[config.mk]
export PLATFORM = sky130hd
export DESIGN_NAME = fir_mac_sequencer
export DESIGN_NICKNAME = d
export VERILOG_FILES = /design/src/rtl/fir_mac_sequencer.sv
export SDC_FILE = /design/constraint.sdc
export NUM_CORES = 1
export LEC_CHECK = 0
export BUFFER_PORTS_ARGS = -buffer_cell sky130_fd_sc_hd__buf_4
export CAP_MARGIN = 20
export CORE_ASPECT_RATIO = 0.6
export CORE_MARGIN = 10
export CORE_UTILIZATION = 60
export CTS_CLUSTER_DIAMETER = 80
export DETAILED_ROUTE_END_ITERATION = 12
export MAX_ROUTING_LAYER = met4
export PLACE_DENSITY = 0.77
export SYNTH_ARGS = -nofsm -noshare
export SYNTH_HDL_FRONTEND = slang
export SYNTH_SLANG_ARGS = --single-unit
[constraint.sdc]
create_clock -name clk -period 22.4 [get_ports clk]
set_clock_uncertainty 0.15 [all_clocks]
set_input_delay 4.48 -clock clk [delete_from_list [all_inputs] [get_ports clk]]
set_output_delay 4.48 -clock clk [all_outputs]
set_load 0.1 [all_outputs]
[src/rtl/fir_mac_sequencer.sv]
// Time-multiplexed 9-tap symmetric FIR controller: one multiplier and one
// add16se_EMB adder are shared across all taps over an 8-cycle MAC sequence.
module fir_mac_sequencer #(
  parameter logic [15:0] C0        = 16'd32,
  parameter logic [15:0] C1        = 16'd18,
  parameter logic [15:0] C2        = 16'd6,
  parameter logic [15:0] C3        = 16'd0,
  parameter logic [15:0] C4        = 16'd2,
  parameter bit          EXACT_ADD = 1'b0
) (
  input  logic        clk,
  input  logic        rst,
  input  logic        flush,
  input  logic        in_valid,
  output logic        in_ready,
  input  logic [15:0] x,
  output logic        out_valid,
  input  logic        out_ready,
  output logic [15:0] y,
  output logic        busy
);

  localparam int unsigned DW    = 16;
  localparam int unsigned TAPS  = 9;
  localparam int unsigned PW    = 4;
  localparam int unsigned LOW_W = 4;
  localparam int unsigned HI_W  = DW - LOW_W;

  localparam logic [PW-1:0] LAST_IDX = PW'(TAPS - 1);

  typedef enum logic [1:0] {
    IDLE = 2'd0,
    MAC  = 2'd1,
    OUT  = 2'd2
  } state_e;

  // add16se_EMB: lower-part-OR approximate adder. The low LOW_W bits are ORed,
  // the AND of the top low-part bits is the carry into an exact upper adder.
  function automatic logic [DW-1:0] add16se_emb(input logic [DW-1:0] a,
                                                input logic [DW-1:0] b);
    logic [HI_W-1:0] hi;
    hi = a[DW-1:LOW_W] + b[DW-1:LOW_W] + HI_W'(a[LOW_W-1] & b[LOW_W-1]);
    return {hi, a[LOW_W-1:0] | b[LOW_W-1:0]};
  endfunction

  function automatic logic [DW-1:0] tap_coef(input logic [PW-1:0] k);
    logic [DW-1:0] c;
    case (k)
      4'd0, 4'd8: c = C0;
      4'd1, 4'd7: c = C1;
      4'd2, 4'd6: c = C2;
      4'd3, 4'd5: c = C3;
      4'd4:       c = DW'(-C4);
      default:    c = '0;
    endcase
    return c;
  endfunction

  state_e         state_q, state_d;
  logic [DW-1:0]  hist_q [TAPS];
  logic [DW-1:0]  hist_d [TAPS];
  logic [PW-1:0]  wr_ptr_q, wr_ptr_d;
  logic [PW-1:0]  tap_q, tap_d;
  logic [DW-1:0]  acc_q, acc_d;
  logic [DW-1:0]  y_q, y_d;
  logic           out_valid_q, out_valid_d;
  logic           busy_q, busy_d;

  logic [PW-1:0]  newest_idx;
  logic [PW-1:0]  rd_idx;
  logic [DW-1:0]  mul_coef;
  logic [DW-1:0]  mul_smp;
  logic [DW-1:0]  prod;
  logic [DW-1:0]  add_a;
  logic [DW-1:0]  add_b;
  logic [DW-1:0]  sum;

  // History slot holding the sample accepted tap_q accepts ago.
  always_comb begin : rd_addr
    newest_idx = (wr_ptr_q == '0) ? LAST_IDX : wr_ptr_q - PW'(1);
    if (newest_idx >= tap_q) begin
      rd_idx = newest_idx - tap_q;
    end else begin
      rd_idx = (PW'(TAPS) - tap_q) + newest_idx;
    end
  end

  // In IDLE the idle multiplier precomputes tap 0 from the incoming sample.
  always_comb begin : mul_operands
    mul_coef = tap_coef(tap_q);
    mul_smp  = hist_q[rd_idx];
    if (state_q == IDLE) begin
      mul_coef = C0;
      mul_smp  = x;
    end
  end

  // Low 16 bits of an unsigned product equal those of the signed product.
  assign prod = mul_coef * mul_smp;
  assign sum  = EXACT_ADD ? (add_a + add_b) : add16se_emb(add_a, add_b);

  always_comb begin : next_state
    state_d     = state_q;
    hist_d      = hist_q;
    wr_ptr_d    = wr_ptr_q;
    tap_d       = tap_q;
    acc_d       = acc_q;
    y_d         = y_q;
    out_valid_d = out_valid_q;
    add_a       = prod;
    add_b       = acc_q;

    case (state_q)
      IDLE: begin
        if (flush) begin
          hist_d   = '{default: '0};
          wr_ptr_d = '0;
        end else if (in_valid) begin
          hist_d[wr_ptr_q] = x;
          wr_ptr_d         = (wr_ptr_q == LAST_IDX) ? '0 : wr_ptr_q + PW'(1);
          acc_d            = prod;
          tap_d            = PW'(1);
          state_d          = MAC;
        end
      end
      MAC: begin
        // First step keeps the unrolled chain order: A = p0 (held in acc), B = p1.
        if (tap_q == PW'(1)) begin
          add_a = acc_q;
          add_b = prod;
        end
        acc_d = sum;
        if (tap_q == LAST_IDX) begin
          tap_d   = '0;
          state_d = OUT;
        end else begin
          tap_d = tap_q + PW'(1);
        end
      end
      OUT: begin
        if (!out_valid_q) begin
          y_d         = acc_q;
          out_valid_d = 1'b1;
        end else if (out_ready) begin
          out_valid_d = 1'b0;
          state_d     = IDLE;
        end
      end
      default: begin
        state_d = IDLE;
      end
    endcase

    busy_d = (state_d != IDLE);
  end

  always_ff @(posedge clk) begin : regs
    if (rst) begin
      state_q     <= IDLE;
      hist_q      <= '{default: '0};
      wr_ptr_q    <= '0;
      tap_q       <= '0;
      acc_q       <= '0;
      y_q         <= '0;
      out_valid_q <= 1'b0;
      busy_q      <= 1'b0;
    end else begin
      state_q     <= state_d;
      hist_q      <= hist_d;
      wr_ptr_q    <= wr_ptr_d;
      tap_q       <= tap_d;
      acc_q       <= acc_d;
      y_q         <= y_d;
      out_valid_q <= out_valid_d;
      busy_q      <= busy_d;
    end
  end

  // A simultaneous flush must block acceptance in the same cycle.
  assign in_ready  = (state_q == IDLE) && !flush;
  assign out_valid = out_valid_q;
  assign y         = y_q;
  assign busy      = busy_q;

endmodule

==> metrics, run 1 <==
outcome=finished clean; placed insts=1670; final non-filler cell total=1703; Initial Utilization=0.607; class of the worst hold path=flip-flop to flip-flop; # IOs=40; dpl hpwl=23.7 mm; FP Rows=40; Post-DRT Antenna Nets=0; core area=0.0199 mm^2; GRT Residual Overflow=0; CTS clk-pin slew, worst paths=0.07 ns; period utilization=0.530; Slew @ Worst Pin=1.06 ns; CP Buf/Inv Count=9; CP Launch Type=flip-flop; Die H=130 um; most frequent CP cell=inv_1; number of CTS-inserted buffers=17; Slew Limit Fails=0; CP arrival=12.05 ns; Power Dens Cells=73.8 mW/mm^2; I/O Buffers=38; final setup vio count=0; Post-route DRC=0; pre-CTS WS=10.75 ns; 1st-iter DRT viols=1297; fin worst setup slack=10.54 ns; slowest stage delay, CP=0.82 ns; Fmax=84.3 MHz; H-tree depth=4; CTS resizes=0; Synthesis Warnings=0; Area growth syn-to-layout=8.43%; Die ar.=0.0264 mm^2; Seq cells post-synth=184; VDD IR-drop max=0.0000597 V; cell count after synthesis=1448; WL/cell=20.0 um; post-layout instance area=0.0131 mm^2; Pleak=5.52 nW; Setup Fix Bufs, Post-CTS=0; Via density=6.18; CP top delay family=adder cells; setup TNS=0 ns; critical path's slowest cell=and2_1; nets=1580; Filler Cells Inserted=1654; CTS sink count=184; synth unique cells=63; CP Max Fanout=28; vias=10500; Slew headroom=0.296; routability cong.=0.942; GRT Util Overall=0.268; initial antenna violation count=0; max cap viols=0; reg2reg start=wr_ptr_q[0]; Top FF cell, synth=dfxtp_1; Worst Setup SP=wr_ptr_q[0]; CTS tree=yes; CP required=22.59 ns; Final Hold Violating Endpoints=0; largest net degree at the start of global routing=113; placed instance area=0.0124 mm^2; syn avg cell area=8.33 um^2; DRT Wirelength=34.0 mm; first-pass GRT wire length=54.3 mm; vias in the first global route=9950; WS Path Type=flip-flop to flip-flop; Post-synth EDFFs=0; 1st-pass router iterations=5; clock period minus worst slack=11.86 ns; antenna cells=0; clock buffer depth=2; clock latency on the worst-skew pair=0.44 ns; Hold Buf Count CTS=0; post-synth design cell area=0.0121 mm^2; Synth async-reset ratio=0; CP endpoint kind=flip-flop; RSZ-0062 raised after global routing=false; Die Wd=203 um; sequential fraction of the synthesis area=0.305; layout cells sized above 1=0.0895; Hold Path Origin=acc_q[0]; Root Driver=clkbuf_16; Net Count, Synth=1609
where the power goes:
group	switching (mW)	internal (mW)
Sequential	0.00843	0.334
Clock	0.134	0.192
Combinational	0.195	0.102
stage by stage:
step                      hold WS (ns)  utilization  power (mW)
final                            0.305        0.659       0.965
after global routing             0.330        0.659        1.01
after CTS                        0.309        0.656       0.956
after detailed placement         0.296        0.625       0.634
after global placement           0.290        0.625       0.628
after floorplan                  0.277            -       0.556
layout by cell type, fill, tap and decap left out, types with 6 or more instances in the layout:
cell	count
xor2_1	12
a21o_1	8
nor2_1	243
mux2_2	17
xnor2_1	26
a2bb2oi_1	6
a211oi_1	16
nor3_1	17
ha_1	75
nand3_1	29
a31oi_1	6
inv_1	116
a21oi_1	40
nand2b_1	8
buf_4	50
nand2_1	121
o211ai_1	21
or2_2	9
a22oi_1	124
dfxtp_1	184
o221ai_1	7
fa_1	65
nor2b_1	10
o21ai_2	8
a22o_1	16
mux2i_1	15
and2_1	37
clkbuf_16	17
o22ai_1	16
o21ai_0	32
registers in the layout, indices dropped and copies added (netlist names), named ones only:
register,count
hist_q,135
acc_q,16
y,16
tap_q,4
wr_ptr_q,4
state_q,2
busy,1
out_valid,1
worst min-delay path, delay by kind of cell, from the launching register on:
family	cells	cell delay [ns]
flip-flops	1	0.31
AND/OR/NAND/NOR	1	0.05
AO/OA/AOI/OAI	1	0.05
metal layers:
layer	up-vias	GRT usage	routed length [um]
met5	-	-	0
met4	0	0.0734	554
met3	55	0.0530	3650
met2	557	0.369	14000
met1	5027	0.389	15900
li1	4879	-	-
layout make-up:
class	count	area, um^2	share of cell area
inverter	116	435	0.0333
sequential	184	3680	0.282
clock buffer	19	453	0.0346
clock inverter	11	171	0.0131
timing repair buffer	52	414	0.0317
tap	273	342	0.0261
multi-input combinational	1048	7580	0.580
logic make-up after synthesis:
kind of cell               synth area share
buffers and inverters                0.0693
and+or+nand+nor                       0.179
DFF                                   0.305
muxes                                0.0316
adders and majority gates             0.186
AOI/OAI and AO/OA                     0.197
xor gates and xnor gates             0.0320
path summary, 6_finish.rpt:
kind | to | slack [ns] | cells after the start
setup reg to reg | acc_q[15] | 10.54 | 41
setup / recovery | acc_q[15] | 10.54 | 41
hold / removal | y[0] | 0.31 | 2
hold reg to reg | y[0] | 0.31 | 2
synthesized netlist by cell type (all sizes together), types with 14 or more instances:
master / instances / area share
dfxtp: 184 / 0.31
o211ai: 21 / 0.013
clkbuf: 86 / 0.027
a22oi: 124 / 0.077
inv: 116 / 0.036
buf: 14 / 0.0064
a211oi: 16 / 0.010
nor3: 17 / 0.0071
nand3: 29 / 0.012
ha: 75 / 0.078
o21ai: 44 / 0.019
mux2: 19 / 0.018
and2: 37 / 0.019
fa: 65 / 0.11
mux2i: 16 / 0.013
nor2: 243 / 0.076
o22ai: 17 / 0.0093
xnor2: 27 / 0.020
nand2: 122 / 0.038
a21oi: 41 / 0.017
a22o: 16 / 0.012
Power figures use the tool's default switching activity.
==> inputs of run 2 (changes only) <==
- CORE_UTILIZATION: 60 -> 57
- clock period: 22.4 -> 10.2 ns (I/O delays scaled with it)
==> run 2 against run 1 <==
Total power increased by 120%; maximum frequency increased by 21%; flip-flop and latch count unchanged; sequential share of layout area decreased by 0.47 points; clock-buffer cell count decreased by 2; hold slack improved by 0.0027 ns; sequential power increased by 120%; via count increased by 1.9%; first-iteration DRC count increased by 1.1%; routed wire length increased by 0.95%; critical endpoint unchanged; largest cell class unchanged; largest power group unchanged; highest routed layer unchanged.
==> metrics, run 2 (synthesis results as in run 1) <==
outcome=finished clean; Slew @ Worst Pin=1.15 ns (+0.0973 ns); core area=0.0209 mm^2 (+5.3%); class of the worst hold path=flip-flop to flip-flop; initial antenna violation count=0 (unchanged); first-pass GRT wire length=54.1 mm (-0.36%); pre-CTS WS=-0.121 ns (-10.87 ns); clock period minus worst slack=9.80 ns (-2.06 ns); dpl hpwl=24.3 mm (+2.6%); clock latency on the worst-skew pair=0.45 ns (about the same); Final Hold Violating Endpoints=0 (unchanged); fin worst setup slack=0.399 ns (-10.14 ns); commonest non-fill, non-tap cell in the layout=nor2_1; M2 GR Usage=0.317 (-0.0518); max FFs per register=135 (unchanged); Slew Limit Fails=0 (unchanged); Critical Path Sink=acc_q[15]; max cap viols=0 (unchanged); slowest stage delay, CP=0.61 ns (-0.21 ns); Die Wd=208 um (+2.3%); vias in the first global route=9803 (-1.5%); Slew headroom=0.231 (-0.0648); CP required=10.44 ns (-12.15 ns); largest net degree at the start of global routing=101 (-11%); number of cells on the critical path=41 (unchanged); routability cong.=0.960 (+1.8%); CP Buf/Inv Count=9 (unchanged); GR peak layer=met1; vias=10700 (+1.9%); path depth of the worst reg2reg path=41 (unchanged); I/O Buffers=38 (unchanged); CP arrival=10.04 ns (-2.01 ns); Filler Cells Inserted=1800 (+8.8%); nets=1605 (+1.6%); critical path's slowest cell=fa_2; GRT Util Overall=0.249 (-0.0190); period utilization=0.961 (+0.431); met3 GRT Util=0.0602 (+0.00718); final setup vio count=0 (unchanged); 1st-iter DRT viols=1311 (+1.1%); Most flops, register=hist_q; CTS clk-pin slew, worst paths=0.07 ns (about the same); placed instance area=0.0125 mm^2 (+1.0%); CTS sink count=184 (unchanged); Die H=133 um (+2.2%); reg-to-reg setup timing slack=0.40 ns (-10.14 ns); H-tree depth=4 (unchanged); GRT met1 Usage=0.377 (-0.0119); Post-DRT Antenna Nets=0 (unchanged); FP Rows=41 (+2.5%); Fmax=102 MHz (+21%); CP Max Fanout=6 (-79%); # IOs=40 (unchanged); post-layout instance area=0.0133 mm^2 (+1.7%); clock buffer depth=2 (unchanged); Worst Setup SP=wr_ptr_q[0]; reg-to-reg endpoint=acc_q[15]; WS Path Type=flip-flop to flip-flop; number of CTS-inserted buffers=17 (unchanged); Post-route DRC=0 (unchanged); CP Launch Type=flip-flop; Die ar.=0.0276 mm^2 (+4.6%); CP top delay family=adder cells; layout cells sized above 1=0.118 (+0.0285); Root Driver=clkbuf_16; GRT Residual Overflow=0 (unchanged); CP endpoint kind=flip-flop; Area growth syn-to-layout=10.3%; Via density=6.17 (about the same); fin util=0.636 (-0.0225); Power Dens Cells=157 mW/mm^2 (+110%); most frequent CP cell=inv_1; final non-filler cell total=1736 (+1.9%); placed insts=1691 (+1.3%); antenna cells=0 (unchanged); VDD IR-drop max=0.000136 V (+130%); CTS tree=yes; DRT Wirelength=34.4 mm (+0.95%); Initial Utilization=0.577 (-0.0308); 1st-pass router iterations=6 (+1); WL/cell=19.8 um (-0.96%); reg2reg start=wr_ptr_q[0]; Pleak=5.61 nW (+1.7%); commonest cells after routing, fill and taps aside=nor2_1 (241), dfxtp_1 (183), a22oi_1 (124); Total Power=2.09 mW (+120%)
==> run 2: changes by cell type in the layout (fill, tap and decap cells not counted), sizes merged <==
cell,before,now
clkinvlp,2,4
inv,118,122
clkinv,3,5
bufinv,4,0
buf,52,76
clkbuf,19,18
==> run 2: layout make-up <==
| cell class | instances | area [um^2] | area share |
|---|---|---|---|
| multi-input cells | 1048 | 7680 | 0.577 |
| flip-flops and latches | 184 | 3680 | 0.277 |
| repair buffers | 77 | 617 | 0.0463 |
| inverters | 116 | 435 | 0.0327 |
| clock buffers | 17 | 425 | 0.0320 |
| well taps | 279 | 349 | 0.0262 |
| clock inverters | 15 | 120 | 0.00902 |
==> run 2: routing by layer <==
metal | vias up | wire length, um | part of all wire
met4 | 0 | 476 | 0.014
met5 | - | 0 | 0
met2 | 572 | 13500 | 0.39
met3 | 49 | 3860 | 0.11
met1 | 5160 | 16500 | 0.48
li1 | 4935 | - | -
==> run 2: what timing repair did <==
item | 4_1_cts | 5_1_grt
resized for setup | 4 | 36
cloned | 0 | 3
hold buffers | 0 | 0
endpoints found under the setup margin | 1 | 4
buffers inserted | 0 | 9
pin swaps | 0 | 10
==> run 2: how the worst min path moves through the flow <==
stage,slack (ns),from,endpoint,depth (start not counted)
floorplan,0.28,acc_q[0],y[0],2
global placement,0.29,acc_q[0],y[0],2
detailed placement,0.30,acc_q[0],y[0],2
CTS,0.31,acc_q[0],y[0],2
global route,0.33,y[1],y[1],2
finish,0.31,acc_q[0],y[0],2
==> run 2: metrics by stage <==
stage               hold WS [ns]  TNS (ns)
floorplan                  0.277         0
global placement           0.288         0
detailed placement         0.300    -0.121
CTS                        0.309         0
global route               0.332   -0.0203
finish                     0.308         0
==> run 2: worst register-to-register path: cells and delay by family, from the launching register on <==
family	cells	cell delay [ns]
fa+ha+maj	11	4.53
buf+inv	9	0.77
mux	3	0.88
flops	1	0.36
compound gates	12	2.12
xor+xnor	1	0.15
simple gates	5	0.76
==> run 2: power by group <==
| group | internal (mW) | switching, mW | total (mW) | leakage (nW) |
|---|---|---|---|---|
| Combinational | 0.264 | 0.442 | 0.706 | 3.86 |
| Clock | 0.317 | 0.314 | 0.631 | 0.260 |
| Sequential | 0.732 | 0.0195 | 0.752 | 1.49 |
| Total | 1.31 | 0.775 | 2.09 | 5.61 |
==> inputs of run 3 (changes only) <==
- RECOVER_POWER: default -> 50
- SLEW_MARGIN: default -> 20
==> run 3 against run 2 <==
The run now ends with capacitance limit, slew limit left; final cell count barely moved; critical path depth fell by 1; routed wire length barely moved; sequential power barely moved; clock power barely moved; total power barely moved; die area did not move; clock-buffer cell count did not move; via count barely moved; highest routed layer unchanged.
==> metrics, run 3 (synthesis results as in run 1) <==
Pleak=5.50 nW (-1.9%); Post-route DRC=0 (unchanged); GRT Residual Overflow=0 (unchanged); Root Driver=clkbuf_16; I/O Buffers=38 (unchanged); violated checks=capacitance limit, slew limit; nets=1604 (-0.062%); clock buffer depth=2 (unchanged); core area=0.0209 mm^2 (unchanged); DRT Wirelength=34.4 mm (about the same); GRT Util Overall=0.249 (unchanged); 1st-iter DRT viols=1253 (-4.4%); Post-DRT Antenna Nets=0 (unchanged); routability cong.=0.960 (unchanged); VDD IR-drop max=0.000137 V (+0.65%); Most flops, register=hist_q; final setup vio count=0 (unchanged); CP required=10.44 ns (about the same); Total Power=2.09 mW (about the same); clock period minus worst slack=9.80 ns (+0.00324 ns); Hold Buf Count CTS=0 (unchanged); CP arrival=10.05 ns (about the same); Via density=6.17 (about the same); outcome=complete, but fails checks; CTS clk-pin slew, worst paths=0.07 ns (about the same); Slew Limit Fails=51 (+51); Fmax=102 MHz (about the same); FP Rows=41 (unchanged); first-pass GRT wire length=54.1 mm (unchanged); CP endpoint kind=flip-flop; dpl hpwl=24.3 mm (unchanged); max FFs per register=135 (unchanged); CTS tree=yes; Area growth syn-to-layout=9.39%; fin worst setup slack=0.396 ns (-0.00324 ns); # IOs=40 (unchanged); critical path's slowest cell=fa_2; Initial Utilization=0.577 (unchanged); class of the worst hold path=flip-flop to flip-flop; number of CTS-inserted buffers=17 (unchanged); WS Path Type=flip-flop to flip-flop; layout cells sized above 1=0.0996 (-0.0185); CP Max Fanout=6 (unchanged); Slew headroom=-0.844 (-1.07); CP Launch Type=flip-flop; reg-to-reg setup timing slack=0.40 ns (about the same); WL/cell=19.8 um (about the same); commonest cells after routing, fill and taps aside=nor2_1 (240), dfxtp_1 (183), a22oi_1 (124); CTS sink count=184 (unchanged); vias=10700 (-0.028%); Power Dens Cells=158 mW/mm^2 (+0.85%); Die Wd=208 um (unchanged); clock latency on the worst-skew pair=0.45 ns (about the same); Die ar.=0.0276 mm^2 (unchanged); initial antenna violation count=0 (unchanged); Final Hold Violating Endpoints=0 (unchanged); max cap viols=3 (+3); largest net degree at the start of global routing=101 (unchanged); slowest stage delay, CP=0.61 ns (about the same); commonest non-fill, non-tap cell in the layout=nor2_1; pre-CTS WS=-0.121 ns (unchanged); Die H=133 um (unchanged); antenna cells=0 (unchanged); 1st-pass router iterations=6 (unchanged); Slew @ Worst Pin=2.74 ns (+1.58 ns); period utilization=0.961 (about the same); H-tree depth=4 (unchanged); vias in the first global route=9803 (unchanged); most frequent CP cell=inv_1
run 3: worst max-delay path: cells and delay by family, from the launching register on:
family	cells	cell delay, ns
buffers and inverters	8	0.63
adder cells (fa/ha/maj)	11	4.53
AO/OA/AOI/OAI	12	2.28
AND/OR/NAND/NOR	5	0.77
multiplexers	3	0.88
flip-flops	1	0.36
XOR/XNOR	1	0.14
run 3: cell type report:
class	instances	area, um^2
Multi-Input combinational cell	1048	7660
Clock inverter	15	120
Clock buffer	17	425
Inverter	116	435
Timing Repair Buffer	76	520
Sequential cell	184	3680
Tap cell	279	349
Fill cell	1823	7730
run 3: worst paths after layout:
check	start	to	cells past startpoint
setup reg to reg	wr_ptr_q[0]	acc_q[15]	40
hold / removal	acc_q[0]	y[0]	2
setup / recovery	wr_ptr_q[0]	acc_q[15]	40
hold reg to reg	acc_q[0]	y[0]	2
run 3: timing repair:
item,in CTS,in global routing
endpoints found under the setup margin,1,4
gates cloned,0,3
setup buffers,0,9
pin swaps,0,10
gates resized for setup,4,36
run 3: layer usage:
layer	global-route usage	part of all wire	vias to the layer above
li1	-	-	4923
met1	0.377	0.48	5147
met2	0.317	0.39	598
met3	0.0602	0.12	45
met4	0.0573	0.014	0
met5	-	0	-
run 3: stage by stage:
stage	instances	utilization	instance area, um^2	hold slack (ns)	setup TNS (ns)
after floorplan	1448	-	12100	0.277	0
after global placement	1691	0.599	12500	0.288	0
after detailed placement	1691	0.599	12500	0.300	-0.121
after CTS	1723	0.626	13100	0.309	0
after global routing	1735	0.631	13200	0.329	-0.0202
final	1735	0.631	13200	0.307	0
run 3: where the power goes:
| part | internal, mW | switching [mW] | total, mW |
|---|---|---|---|
| clock network | 0.317 | 0.316 | 0.633 |
| registers | 0.732 | 0.0196 | 0.752 |
| logic | 0.262 | 0.442 | 0.704 |
| total | 1.31 | 0.777 | 2.09 |
